### src/rtl/mcycle_controller.sv
// Multicycle MIPS controller: sequences FETCH/DECODE/EXEC/MEM/WB, drives the
// shared-memory request handshake and traps to ERR on a memory timeout.
module mcycle_controller #(
    parameter int unsigned ALUFN_W = 5,
    parameter int unsigned TIMEOUT = 15,
    parameter int unsigned CNT_W   = 8
) (
    input  logic               clk,
    input  logic               reset_n,
    input  logic               enable,
    input  logic [5:0]         op,
    input  logic [5:0]         func,
    input  logic               Z,
    input  logic               mem_rdy,
    output logic               mem_req,
    output logic               mem_wr,
    output logic               ir_we,
    output logic               pc_we,
    output logic               instr_done,
    output logic [1:0]         pcsel,
    output logic [1:0]         wasel,
    output logic [1:0]         wdsel,
    output logic [1:0]         asel,
    output logic               bsel,
    output logic               sext,
    output logic [ALUFN_W-1:0] alufn,
    output logic               werf,
    output logic [2:0]         state,
    output logic               bus_err
);

    typedef enum logic [2:0] {
        S_FETCH  = 3'd0,
        S_DECODE = 3'd1,
        S_EXEC   = 3'd2,
        S_MEM    = 3'd3,
        S_WB     = 3'd4,
        S_ERR    = 3'd5
    } state_t;

    typedef enum logic [3:0] {
        C_NOP, C_ALU, C_LW, C_SW, C_BEQ, C_BNE, C_J, C_JAL, C_JR
    } cls_t;

    // Opcodes
    localparam logic [5:0] OP_RTYPE = 6'b000000;
    localparam logic [5:0] OP_J     = 6'b000010;
    localparam logic [5:0] OP_JAL   = 6'b000011;
    localparam logic [5:0] OP_BEQ   = 6'b000100;
    localparam logic [5:0] OP_BNE   = 6'b000101;
    localparam logic [5:0] OP_ADDI  = 6'b001000;
    localparam logic [5:0] OP_ADDIU = 6'b001001;
    localparam logic [5:0] OP_SLTI  = 6'b001010;
    localparam logic [5:0] OP_SLTIU = 6'b001011;
    localparam logic [5:0] OP_ANDI  = 6'b001100;
    localparam logic [5:0] OP_ORI   = 6'b001101;
    localparam logic [5:0] OP_XORI  = 6'b001110;
    localparam logic [5:0] OP_LUI   = 6'b001111;
    localparam logic [5:0] OP_LW    = 6'b100011;
    localparam logic [5:0] OP_SW    = 6'b101011;

    // R-type function codes
    localparam logic [5:0] F_SLL  = 6'b000000;
    localparam logic [5:0] F_SRL  = 6'b000010;
    localparam logic [5:0] F_SRA  = 6'b000011;
    localparam logic [5:0] F_JR   = 6'b001000;
    localparam logic [5:0] F_ADD  = 6'b100000;
    localparam logic [5:0] F_ADDU = 6'b100001;
    localparam logic [5:0] F_SUB  = 6'b100010;
    localparam logic [5:0] F_SUBU = 6'b100011;
    localparam logic [5:0] F_AND  = 6'b100100;
    localparam logic [5:0] F_OR   = 6'b100101;
    localparam logic [5:0] F_XOR  = 6'b100110;
    localparam logic [5:0] F_NOR  = 6'b100111;
    localparam logic [5:0] F_SLT  = 6'b101010;
    localparam logic [5:0] F_SLTU = 6'b101011;

    // ALU function encodings
    localparam logic [4:0] ALU_AND  = 5'b00000;
    localparam logic [4:0] ALU_ADD  = 5'b00001;
    localparam logic [4:0] ALU_SLL  = 5'b00010;
    localparam logic [4:0] ALU_OR   = 5'b00100;
    localparam logic [4:0] ALU_XOR  = 5'b01000;
    localparam logic [4:0] ALU_SRL  = 5'b01010;
    localparam logic [4:0] ALU_NOR  = 5'b01100;
    localparam logic [4:0] ALU_SRA  = 5'b01110;
    localparam logic [4:0] ALU_SUB  = 5'b10001;
    localparam logic [4:0] ALU_SLT  = 5'b10011;
    localparam logic [4:0] ALU_SLTU = 5'b10111;

    localparam logic [1:0] ASEL_SHAMT = 2'b01;
    localparam logic [1:0] ASEL_C16   = 2'b10;

    // Last count value before a waiting request is declared timed out
    localparam logic [CNT_W-1:0] TO_LAST = CNT_W'(TIMEOUT - 1);

    state_t           state_q, state_d;
    logic [CNT_W-1:0] cnt_q;
    logic             req_pend_q;
    logic             bus_err_q;

    cls_t             d_cls;
    logic [4:0]       d_alu;
    logic [1:0]       d_asel;
    logic             d_bsel, d_sext;

    logic             mem_req_c, mem_wr_c, ir_we_c, pc_we_c, werf_c;
    logic [1:0]       pcsel_c, wasel_c, wdsel_c, asel_c;
    logic             bsel_c, sext_c;
    logic [4:0]       alu_c;

    // Instruction decode: class, ALU function and operand selects from op/func
    always_comb begin
        d_cls  = C_NOP;
        d_alu  = '0;
        d_asel = '0;
        d_bsel = 1'b0;
        d_sext = 1'b0;
        case (op)
            OP_RTYPE: begin
                case (func)
                    F_ADD, F_ADDU: begin d_cls = C_ALU; d_alu = ALU_ADD;  end
                    F_SUB, F_SUBU: begin d_cls = C_ALU; d_alu = ALU_SUB;  end
                    F_AND:         begin d_cls = C_ALU; d_alu = ALU_AND;  end
                    F_OR:          begin d_cls = C_ALU; d_alu = ALU_OR;   end
                    F_XOR:         begin d_cls = C_ALU; d_alu = ALU_XOR;  end
                    F_NOR:         begin d_cls = C_ALU; d_alu = ALU_NOR;  end
                    F_SLT:         begin d_cls = C_ALU; d_alu = ALU_SLT;  end
                    F_SLTU:        begin d_cls = C_ALU; d_alu = ALU_SLTU; end
                    F_SLL: begin d_cls = C_ALU; d_alu = ALU_SLL; d_asel = ASEL_SHAMT; end
                    F_SRL: begin d_cls = C_ALU; d_alu = ALU_SRL; d_asel = ASEL_SHAMT; end
                    F_SRA: begin d_cls = C_ALU; d_alu = ALU_SRA; d_asel = ASEL_SHAMT; end
                    F_JR:          d_cls = C_JR;
                    default: ;
                endcase
            end
            OP_J:     d_cls = C_J;
            OP_JAL:   d_cls = C_JAL;
            OP_BEQ:   begin d_cls = C_BEQ; d_alu = ALU_SUB; d_sext = 1'b1; end
            OP_BNE:   begin d_cls = C_BNE; d_alu = ALU_SUB; d_sext = 1'b1; end
            OP_ADDI, OP_ADDIU: begin
                d_cls = C_ALU; d_alu = ALU_ADD; d_bsel = 1'b1; d_sext = 1'b1;
            end
            OP_SLTI:  begin d_cls = C_ALU; d_alu = ALU_SLT;  d_bsel = 1'b1; d_sext = 1'b1; end
            OP_SLTIU: begin d_cls = C_ALU; d_alu = ALU_SLTU; d_bsel = 1'b1; d_sext = 1'b1; end
            OP_ANDI:  begin d_cls = C_ALU; d_alu = ALU_AND;  d_bsel = 1'b1; end
            OP_ORI:   begin d_cls = C_ALU; d_alu = ALU_OR;   d_bsel = 1'b1; end
            OP_XORI:  begin d_cls = C_ALU; d_alu = ALU_XOR;  d_bsel = 1'b1; end
            OP_LUI: begin
                d_cls = C_ALU; d_alu = ALU_SLL; d_asel = ASEL_C16; d_bsel = 1'b1;
            end
            OP_LW:    begin d_cls = C_LW; d_alu = ALU_ADD; d_bsel = 1'b1; d_sext = 1'b1; end
            OP_SW:    begin d_cls = C_SW; d_alu = ALU_ADD; d_bsel = 1'b1; d_sext = 1'b1; end
            default: ;
        endcase
    end

    // Next-state and control strobes for the current phase
    always_comb begin
        state_d   = state_q;
        mem_req_c = 1'b0;
        mem_wr_c  = 1'b0;
        ir_we_c   = 1'b0;
        pc_we_c   = 1'b0;
        werf_c    = 1'b0;
        pcsel_c   = 2'b00;
        wasel_c   = 2'b00;
        wdsel_c   = 2'b00;
        asel_c    = 2'b00;
        bsel_c    = 1'b0;
        sext_c    = 1'b0;
        alu_c     = '0;
        case (state_q)
            S_FETCH: begin
                // A request already raised stays up even if enable drops
                if (enable || req_pend_q) begin
                    mem_req_c = 1'b1;
                    if (mem_rdy) begin
                        ir_we_c = 1'b1;
                        state_d = S_DECODE;
                    end else if (cnt_q == TO_LAST) begin
                        state_d = S_ERR;
                    end
                end
            end
            S_DECODE: state_d = S_EXEC;
            S_EXEC: begin
                asel_c = d_asel;
                bsel_c = d_bsel;
                sext_c = d_sext;
                alu_c  = d_alu;
                case (d_cls)
                    C_BEQ: begin
                        pc_we_c = 1'b1;
                        pcsel_c = Z ? 2'b01 : 2'b00;
                        state_d = S_FETCH;
                    end
                    C_BNE: begin
                        pc_we_c = 1'b1;
                        pcsel_c = Z ? 2'b00 : 2'b01;
                        state_d = S_FETCH;
                    end
                    C_J: begin
                        pc_we_c = 1'b1;
                        pcsel_c = 2'b10;
                        state_d = S_FETCH;
                    end
                    C_JAL: begin
                        pc_we_c = 1'b1;
                        pcsel_c = 2'b10;
                        werf_c  = 1'b1;
                        wasel_c = 2'b10;
                        wdsel_c = 2'b00;
                        state_d = S_FETCH;
                    end
                    C_JR: begin
                        pc_we_c = 1'b1;
                        pcsel_c = 2'b11;
                        state_d = S_FETCH;
                    end
                    C_LW, C_SW: state_d = S_MEM;
                    C_ALU:      state_d = S_WB;
                    default: begin
                        pc_we_c = 1'b1;
                        state_d = S_FETCH;
                    end
                endcase
            end
            S_MEM: begin
                asel_c    = d_asel;
                bsel_c    = d_bsel;
                sext_c    = d_sext;
                alu_c     = d_alu;
                mem_req_c = 1'b1;
                mem_wr_c  = (d_cls == C_SW);
                if (mem_rdy) begin
                    if (d_cls == C_SW) begin
                        pc_we_c = 1'b1;
                        state_d = S_FETCH;
                    end else begin
                        state_d = S_WB;
                    end
                end else if (cnt_q == TO_LAST) begin
                    state_d = S_ERR;
                end
            end
            S_WB: begin
                asel_c  = d_asel;
                bsel_c  = d_bsel;
                sext_c  = d_sext;
                alu_c   = d_alu;
                werf_c  = 1'b1;
                pc_we_c = 1'b1;
                wdsel_c = (d_cls == C_LW) ? 2'b10 : 2'b01;
                wasel_c = (op == OP_RTYPE) ? 2'b00 : 2'b01;
                state_d = S_FETCH;
            end
            default: state_d = S_ERR;
        endcase
    end

    // State, timeout counter, pending-fetch flag and sticky bus error
    always_ff @(posedge clk) begin
        if (!reset_n) begin
            state_q    <= S_FETCH;
            cnt_q      <= '0;
            req_pend_q <= 1'b0;
            bus_err_q  <= 1'b0;
        end else begin
            state_q <= state_d;
            if (state_d != state_q)
                cnt_q <= '0;
            else if (mem_req_c && !mem_rdy)
                cnt_q <= cnt_q + 1'b1;
            req_pend_q <= (state_q == S_FETCH) && (state_d == S_FETCH) && mem_req_c;
            if (state_d == S_ERR)
                bus_err_q <= 1'b1;
        end
    end

    // Strobes are forced low while reset is asserted so an aborted instruction never commits
    assign mem_req    = mem_req_c & reset_n;
    assign mem_wr     = mem_wr_c  & reset_n;
    assign ir_we      = ir_we_c   & reset_n;
    assign pc_we      = pc_we_c   & reset_n;
    assign werf       = werf_c    & reset_n;
    assign instr_done = pc_we;
    assign pcsel      = pcsel_c;
    assign wasel      = wasel_c;
    assign wdsel      = wdsel_c;
    assign asel       = asel_c;
    assign bsel       = bsel_c;
    assign sext       = sext_c;
    assign alufn      = ALUFN_W'(alu_c);
    assign state      = state_q;
    assign bus_err    = bus_err_q;

endmodule
### config.mk
export PLATFORM = sky130hd
export DESIGN_NAME = mcycle_controller
export DESIGN_NICKNAME = d
export VERILOG_FILES = /design/src/rtl/mcycle_controller.sv
export SDC_FILE = /design/constraint.sdc
export NUM_CORES = 1
export LEC_CHECK = 0
export ABC_AREA = 1
export CELL_PAD_IN_SITES_DETAIL_PLACEMENT = 0
export CELL_PAD_IN_SITES_GLOBAL_PLACEMENT = 1
export CORE_MARGIN = 3
export CORE_UTILIZATION = 34
export CTS_BUF_LIST = sky130_fd_sc_hd__clkbuf_4
export DETAILED_ROUTE_END_ITERATION = 10
export GPL_ROUTABILITY_DRIVEN = 0
export PLACE_DENSITY_LB_ADDON = 0.15
export SLEW_MARGIN = 10
export SYNTH_ARGS = -nofsm -noshare
export SYNTH_HDL_FRONTEND = slang
export SYNTH_SLANG_ARGS = --single-unit
### constraint.sdc
create_clock -name clk -period 2.7 [get_ports clk]
set_input_delay 0.54 -clock clk [delete_from_list [all_inputs] [get_ports clk]]
set_output_delay 0.54 -clock clk [all_outputs]
set_load 0.05 [all_outputs]
Yosys cells after proc, flatten, opt, wreduce, memory -nomap -nowiden
Cells that the tools add are included.

Bits of input ports: 17. Register bits after elaboration: 13. Word-level logic and storage cells: 116.

Equality and inequality tests: 42. Add/subtract/negate cells: 1. Reductions and logical operators: 23. Multiplexer cells: 40. Bitwise gates (word level): 6.

Operator list (number): 6-bit equality test, second input constant (12); 6-bit by 4-bit equality test with 1-bit output, second input constant (9); 5-bit one-hot mux with 10 select lines (1); 5-bit one-hot mux with 8 select lines (1); 4-bit one-hot mux with 8 select lines (1); 6-bit by 2-bit equality test with 1-bit output, second input constant (4); 1-bit 2-to-1 mux (17); 4-bit by 3-bit equality test with 1-bit output, second input constant (4); 8-bit OR reduction (2); 3-bit 2-to-1 mux (5); 3-bit one-hot mux with 5 select lines (1); 13-bit OR reduction (1); 6-bit by 3-bit equality test with 1-bit output, second input constant (2); 6-bit zero test (2); 2-bit OR reduction (6); 2-bit 2-to-1 mux (5); 10-bit OR reduction (1); 3-bit OR reduction (3); 8-bit by 1-bit adder with 8-bit output, second input constant (1); 4-bit by 2-bit equality test with 1-bit output, second input constant (2); 8-bit by 4-bit equality test with 1-bit output, second input constant (1); 2-bit one-hot mux with 2 select lines (2); 2-bit one-hot mux with 4 select lines (1); 4-bit one-hot mux with 2 select lines (1); 17 further kinds (27).

Depth between registers and ports, before layout
Gate-level depths: netlist (run 1).

Word-level depth: 11. Mapped depth: 11.

Worst setup path before layout (run 1)
Ideal clock, no wire load.

Kind: register to output. From: register state_q[1], in the netlist state[1]. To: output pc_we. Data required time: 2160 ps. Stages on the path, launching flop included: 9. Data arrival time: 2463 ps. Path slack: -303 ps. Cells stage by stage: dfxtp_1 > buf_6 > inv_2 > nor3_1 > inv_1 > nor2_1 > a21oi_1 > nor2_1 > buf_4.

Longest elaborated chain between the ends: 3. Elaborated cells on any way between the ends: 5. Classes of those cells: eq/ne: 3; mux: 1; bitwise: 1.

RTL lines: start, declared (line 97) `state_t state_q, state_d;`; start signal, assigned (line 270) `state_q <= state_d;`; 3-bit equality test or 3-bit by 2-bit equality test with 1-bit output (tied branches) (line 173) `case (state_q)`; 1-bit one-hot mux with 3 select lines (*) (line 173); 1-bit bitwise AND (*) (line 285) `assign pc_we = pc_we_c & reset_n;`; end, declared (line 18) `output logic pc_we,`.

Mark *: on every way between the ends. The rest lies on a longest branch, timed or not.

Worst setup path in the final report (run 1)
From: input func[4]. To: output pc_we.

Longest elaborated chain between the ends: 9. Elaborated cells on any way between the ends: 26. Classes of those cells: eq/ne: 16; mux: 6; bitwise: 1; reduce/logical: 3.

RTL lines: start, declared (line 12) `input logic [5:0] func,`; 6-bit by 2-bit equality test with 1-bit output, or another cell as far along (line 121) `case (func)`; 13-bit OR reduction (no line); 4-bit one-hot mux with 2 select lines (*) (line 121); 4-bit one-hot mux with 8 select lines (*) (line 119) `case (op)`; 4-bit by 2-bit equality test with 1-bit output, or another cell as far along (line 192, 237); 3-bit OR reduction (no line) or 1-bit 2-to-1 mux (tied branches); 1-bit 2-to-1 mux, on equally long branches (line 192, 236); 1-bit one-hot mux with 3 select lines (*) (line 173); 1-bit bitwise AND (*) (line 285).

Marked as above.

==> results.txt, run 1 <==
The via density per instance came out at 4.77. The shortest clock period the worst path allows after layout came out at 2.63 ns. The worst path meets setup with 0.0678 ns of slack. The worst setup path is launched from a primary input. Measured along the x axis, the die boundary spans 68.1 um.

In the final layout, the share of cells above drive strength 1 is 33.0%. The summed area of non-filler cells in the final layout is about 2300 um^2. The die is 68.1 um tall. For the worst setup path, the data arrival time is about 2.1 ns. The relative slew slack came out at 51.2%.

STA classifies the critical path endpoint as a primary output. The data required time at the worst endpoint is 2.16 ns. The number of max-slew violations in the final report came out at 0. The area inside the core boundary is 3520 um^2.

The average size of a mapped cell came out at a little under 6 um^2. 42 I/O pins were placed. The multi-input combinational cells in the finished layout cover a total of approximately 960 um^2. The number of nets in the final layout is 317.

The final hold violation count is 0. At the end of the flow the core is filled with cells to 66.0%. The number of levels the H-tree was split into is 1.

The number of sinks driven by the clock tree is 13. In this run the remaining antenna-violating nets after routing total 0. The startpoint identified for the worst register-to-register timing path is state[1]$_SDFF_PN0_. The category of the most critical setup path is primary input to primary output.

For this design the static power due to leakage is 0.00109 uW. The count of inserted antenna diode cells came out at 0. In this run the cell area measured after placement is between 2000 and 2500 um^2.

The timing-limited maximum frequency is 380 MHz. The total number of vias is about 1,600. The maximum number of pins on one net before global-route repair is 11.

Counting every net in the synthesized netlist gives 243. Yosys attributes the largest share of cell area to dfxtp_1 (20%), nor2_1 (13%), inv_1 (12%). The run finished with clean final reports.

Clock-pin slew was measured on the worst setup and hold paths at 0.08 ns. The length of the first detailed-routing pass in iterations is 4. The register-to-register setup slack is 1.05 ns.

The number of input and output port buffers inserted came out at 41. The filler cell count in the final layout is 328. The netlist uses 30 different library cells. Following the worst setup path forward leads to its endpoint at pc_we. In this run the critical register-to-register path is captured at cnt_q[4]$_SDFFE_PP0P_. Along the worst path, the maximum fanout reaches 3. The type of the most critical hold path is flip-flop to flip-flop. The power per cell area came out at 229 nW/um^2. The initial antenna violation count is 0. The total global-route track usage came out at approximately 18%. The register area is approximately 260 um^2.

The total negative slack is 0 ns. The number of instances in the synthesized netlist came out at 224. The period utilization is 97.5%.

The total overflow reported by the global router is 0. The total wire length after detailed routing came out at 3940 um. The hold-fix buffer count after cts is 0. The worst hold path begins at bus_err$_SDFFE_PN0N_.

The number of failing setup endpoints in the final timing report is 0. The critical path starts at func[4]. The area share of the leading cell type in the synthesized netlist came out at approximately a fifth. The overall die area is 4640 um^2.

The DRC violation count after routing is 0. The initial utilization of the core area, before any placement, comes to 37.2%. The clock latency on the worst-skew pair came out at between 0.2 and 0.3 ns. The worst voltage drop across the vdd grid is 205 uV. The total half-perimeter wirelength after legalization and detailed placement came out at roughly 3200 um. The wire length of the first global-routing pass is 6710 um. On the final layout, the worst clock skew is between 0.001 and 0.0015 ns.

The number of global-route vias before repair was 1,578. The count of synthesis-stage warnings from yosys came out at 0. The library cell used as clock root buffer is clkbuf_4.

The biggest area contributor in the post-synthesis netlist is dfxtp_1. In this run the core area contains 21 standard-cell rows. The number of max-capacitance violations reported is 0. The count of state elements after synthesis came out at 13. Summing every instance area after synthesis gives 1310 um^2. Hold is met by about 0.45 ns.

The number of cells traversed by the worst register-to-register path is 10. The setup slack at placement is -0.0563 ns. Compared with the post-synthesis result, the final layout area differs by 77.3%. The worst-margin pin slew came out at a little over 0.7 ns. The number of clock buffers inserted by TritonCTS is 3.

The first-iteration detailed-routing DRC count came out at 67. The clock tree from TritonCTS is done. Dividing the detail-routed wire length by the instance count gives 11.5 um. The number of buffers on the longest clock path is 2. The register area share after synthesis came out at 19.8%.
## Yosys cell counts, drive strengths merged
cell type  count
a31oi          5
nor4           1
ha             2
a21oi          3
xor2           7
o21ai         12
nand4          9
inv           44
or2            2
o2111ai        1
dfxtp         13
nor2          48
nor3           8
nand3         26
a32oi          1
buf            3
nand2         38
a41oi          1
## kinds of logic (layout without fill, tap and decap cells)
logic type | count (synthesis) | in the layout | synth area share (%)
flip-flops | 13 | 13 | 19.8
adder cells (fa/ha/maj) | 2 | 2 | 1.91
AO/OA/AOI/OAI | 23 | 23 | 10.1
buffers and inverters | 47 | 120 | 14.4
AND/OR/NAND/NOR | 132 | 132 | 49.0
XOR/XNOR | 7 | 7 | 4.68
## cells in the final DEF (no fill, tap or decap), types with 8 or more instances in the layout
cell and n:
buf_12 20, buf_4 32, clkdlybuf4s50_1 11, dfxtp_1 13, inv_1 39, nand2_1 31, nand3_1 18, nand3_2 8
nor2_1 35, o21ai_0 9
## area by class of cell
type	instances	share of cell area [%]
Multi-Input combinational cell	164	41.3
Timing Repair Buffer	72	36.7
Sequential cell	13	11.2
Inverter	44	7.10
Tap cell	46	2.48
Clock buffer	4	1.29
## worst min-delay path by stage
stage | endpoint | slack (ns) | cells past startpoint
after detailed placement | bus_err$_SDFFE_PN0N_ | 0.44 | 2
after global routing | bus_err$_SDFFE_PN0N_ | 0.49 | 2
after global placement | bus_err$_SDFFE_PN0N_ | 0.44 | 2
after CTS | bus_err$_SDFFE_PN0N_ | 0.45 | 2
after floorplan | cnt_q[2]$_SDFFE_PP0P_ | 0.52 | 2
final | bus_err$_SDFFE_PN0N_ | 0.45 | 2
## per-layer routing
metal	vias up	part of all wire, %	global-route usage [%]
met1	736	48	24.9
met3	0	4.8	4.27
li1	871	-	-
met5	-	0	0
met2	30	47	31.0
met4	0	0	1.49
## sequential cells by signal, indices dropped and copies added, names as in the netlist
| signal | flops |
|---|---|
| cnt_q | 8 |
| req_pend_q | 1 |
| bus_err | 1 |
| state | 3 |
## power by group
group | switching, uW | internal [uW] | leakage, uW
combinational | 110 | 83.3 | 0.000962
sequential | 6.89 | 198 | 0.000105
clock | 66.4 | 67.3 | 0.0000184
## worst max-delay path, stage by stage
cell and delay (ns):
clkdlybuf4s50_1 0.47, nor2_2 0.21, nand3_2 0.13, nand2_2 0.09, nand2_2 0.06, nand3_2 0.10, nand3_2 0.07, a21oi_2 0.19
nor2_4 0.07, buf_12 0.16
## through the flow
step / std cells / power, uW
3_3_place_gp: 337 / 391
6_report: 343 / 532
4_1_cts: 341 / 533
5_1_grt: 343 / 566
3_5_place_dp: 337 / 392
2_1_floorplan: 224 / 304
## repair_timing
item	CTS	global route
buffers inserted	0	2
setup endpoints to repair	3	12
pin swaps	3	12
resized for setup	12	23
Note: power is estimated with default switching activity, not from simulation.
==> run 2, diff against run 1 <==
--- a/config.mk
+++ b/config.mk
@@ -5,14 +5,14 @@
 export SDC_FILE = /design/constraint.sdc
 export NUM_CORES = 1
 export LEC_CHECK = 0
-export ABC_AREA = 1
 export CELL_PAD_IN_SITES_DETAIL_PLACEMENT = 0
 export CELL_PAD_IN_SITES_GLOBAL_PLACEMENT = 1
 export CORE_MARGIN = 3
-export CORE_UTILIZATION = 34
+export CORE_UTILIZATION = 36
 export CTS_BUF_LIST = sky130_fd_sc_hd__clkbuf_4
 export DETAILED_ROUTE_END_ITERATION = 10
 export GPL_ROUTABILITY_DRIVEN = 0
+export HOLD_SLACK_MARGIN = 0.15
 export PLACE_DENSITY_LB_ADDON = 0.15
 export SLEW_MARGIN = 10
 export SYNTH_ARGS = -nofsm -noshare
==> run 2 against run 1 <==
The flow now finishes with violations (setup timing); core utilization up 5.8 points; sequential power barely moved; combinational power grew 21%; cell area grew 5.5%; non-clock buffer count up 10.
==> results.txt, run 2 <==
The worst voltage drop across the vdd grid is 227 uV. The detailed route wirelength on metal3 is 224 um. The number of global-route vias before repair came to 1,688. In the synthesized netlist, the cells that appear most often are nor2_1 (31), nand2_1 (14), dfxtp_1 (13). The total overflow reported by the global router is 0.

For this design the ratio of total power to cell area is 234 nW/um^2. Among all cell types in the netlist, the one instantiated most often is nor2_1. The cell-internal power came out at 372 uW.

The register area share after synthesis came out at about 20%. The number of instances in the synthesized netlist is 184. The area added between synthesis and finish came out at 88.8%. The detailed router put a total of 1900 um of wire on met1.

The minimum setup slack in the final design is -0.350 ns. The DRC violation count after routing came out at 0. The category of the worst setup path launch point is a primary input. Ranked by total cell area, the synthesized netlist is headed by dfxtp_1 (20%), nor2_1 (9.0%), nand2_1 (4.0%). The setup path with the least slack is of type primary input to primary output. Leaving out fill and tap cells, the most frequent cells in the layout are buf_4 (40), nor2_1 (26), buf_12 (19). Counting flops per register, the top entry is cnt_q. The hold-fix buffer count after cts came out at 0. The number of max-slew violations in the final report was 0. Setup repair after global routing could not meet its margin everywhere. The maximum number of pins on one net before global-route repair is 17. The count of inserted antenna diode cells came out at 0. The run finished, with violations left.

The floorplan die width is 66.1 um. The initial antenna violation count came to 0. Of the total power, combinational logic draws roughly 41%. The met2 wire length came out at 2190 um. The number of flip-flops under the largest register name is 8. Counting flops with an async set or reset pin after synthesis yields a share of 0%.

The number of placed instances, taps included came out at 296. The library cell used most frequently in the layout, excluding fill and tap cells, is buf_4. The number of nets with antenna violations after routing is 0.

The row count is 21. The worst hold slack came out at 0.501 ns. The routed length per instance came out at approximately 14 um. The first-iteration detailed-routing DRC count is 51. The length of the first detailed-routing pass in iterations is 4. The period utilization is 113%.

The boundary pin count came out at 42. In this run the tool buffered the top-level ports with 41 buffer cells. The reported net switching power is between 200 and 250 uW. The data arrival time of the worst path came out at 2.51 ns.

No sink is reached through more buffers than the 2 on the longest clock path. The initial utilization of the core area, before any placement, comes to 38.0%. Across the routed clock network, the largest skew measured is approximately 0.0027 ns.

The top fanout value on the critical path came out at 3. After the last flow step, the layout net total stands at 280. The floorplan die height is around 66 um. The area inside the core boundary came out at 3420 um^2. The checks that failed: setup timing. The clock tree from TritonCTS is done. The post-CTS clock slew at the launch and capture registers of the worst setup and hold paths came out at 0.08 ns. The top cell type by total area after synthesis is dfxtp_1. The clock latency on the worst-skew pair is 0.28 ns.

The count of state elements after synthesis is 13. The timing-limited maximum frequency is 328 MHz. The number of distinct library cells after synthesis came out at 56. The overall die area came out at between 4000 and 5000 um^2. The count of synthesis-stage warnings from yosys is 0. The static leakage came out at 0.000929 uW. The total wire length after detailed routing is 4390 um. After layout, the minimum clock period comes to 3.05 ns.

The netlist area before placement is 1300 um^2. The type of the most critical hold path is flip-flop to flip-flop. The worst-margin pin slew is between 0.5 and 0.6 ns. The total global-route track usage is 21.5%. The switching power as a share of total power came out at 35.2%.

The data required time at the worst endpoint came out at 2.16 ns. The final hold violation count is 0. The number of failing setup endpoints in the final timing report is 9. The total half-perimeter wirelength after legalization and detailed placement is 3520 um. Measured against its own limit, the worst slew margin works out to 60.8%. The library cell used as clock root buffer is clkbuf_4. The routed layout has 1,707 vias. The wire length of the first global-routing pass came out at 7530 um. The clock network burns 23.1% of the power. The via density per instance is 5.58. The share of the core filled with cells is 71.8%.

Max-cap violations in this run came to 0. The net count of the mapped netlist came out at 203. The top cell type by area accounts for between 20% and 30% of the synthesized area.

The average size of a mapped cell came out at 7.06 um^2. STA classifies the critical path endpoint as a primary output. The proportion of layout cells with a drive suffix above 1 came out at between 40% and 50%. The count of flip-flops with a built-in enable after synthesis came out at 0. The final cell count without fillers came out at 306. The number of sinks driven by the clock tree came out at 13. The number of levels the H-tree was split into came out at 1. The number of clock buffers inserted by TritonCTS came out at 3.

The relative contribution of sequential cells to total power is between 30% and 40%. After detailed routing, no signal wire sits above met4. The most common flop cell mapped by yosys is dfxtp_1.
## run 2: cell count changes after synthesis, moves of 6 or more
cell,change
a21oi_1,+6
nand2b_1,+6
nor2_1,-13
nor2b_1,+8
inv_1,-34
clkbuf_1,+7
nand2_1,-20
nand3_1,-14
o21ai_0,-6
## run 2: worst paths after layout
check                            start               endpoint  slack, ns  depth (start not counted)
setup / recovery                 op[1]                  pc_we      -0.35                          9
hold / removal    bus_err$_SDFFE_PN0N_   bus_err$_SDFFE_PN0N_       0.50                          1
setup reg to reg   state[0]$_SDFF_PN0_  cnt_q[6]$_SDFFE_PP0P_       0.66                          6
hold reg to reg   bus_err$_SDFFE_PN0N_   bus_err$_SDFFE_PN0N_       0.50                          1
## run 2: logic make-up after synthesis
family	share of synthesized area (%)
AOI/OAI and AO/OA	20.9
buffers and inverters	5.78
xor gates and xnor gates	6.07
adders and majority gates	1.93
and+or+nand+nor	45.3
DFF	20.0
## run 2: power groups by stage
stage          Combinational [uW]  Clock, uW  Sequential (uW)
4_1_cts                       226        139              206
3_5_place_dp                  223          0              211
5_1_grt                       251        151              208
3_3_place_gp                  218          0              210
6_report                      234        133              207
2_1_floorplan                 117          0              215
## run 2: worst max-delay path, cell delays in order
cell	delay (ns)
buf_6	0.09
or4_4	0.55
nor3_4	0.25
buf_4	0.16
o21ai_2	0.06
and2_4	0.18
o31ai_2	0.29
a311oi_4	0.18
buf_12	0.20
## run 2: layout make-up
type / count / area [um^2]
clock buffer: 4 / 30.0
fill: 277 / 963
inverter: 7 / 30.0
multi-input combinational: 154 / 1180
sequential: 13 / 262
tap: 46 / 57.6
timing repair buffer: 82 / 897
## run 2: through the flow
stage	worst slack [ns]	area [um^2]	TNS (ns)	power [uW]
6_report	-0.350	2450	-1.96	573
5_1_grt	-0.446	2450	-2.70	609
4_1_cts	-0.363	2390	-1.83	571
3_5_place_dp	-0.878	2300	-7.74	434
3_3_place_gp	-0.737	2300	-6.51	428
2_1_floorplan	-0.682	1440	-2.62	331
## run 2: timing repair
item / 4_1_cts / 5_1_grt
endpoints found under the hold margin: 0 / 0
pin swaps: 15 / 4
buffers inserted: 6 / 2
resized for setup: 33 / 12
setup endpoints to repair: 17 / 13
## run 2: routing by layer
metal,track usage [%],vias up
met3,4.42,10
met2,36.7,74
met4,8.12,0
met5,0,-
met1,26.4,795
li1,-,828
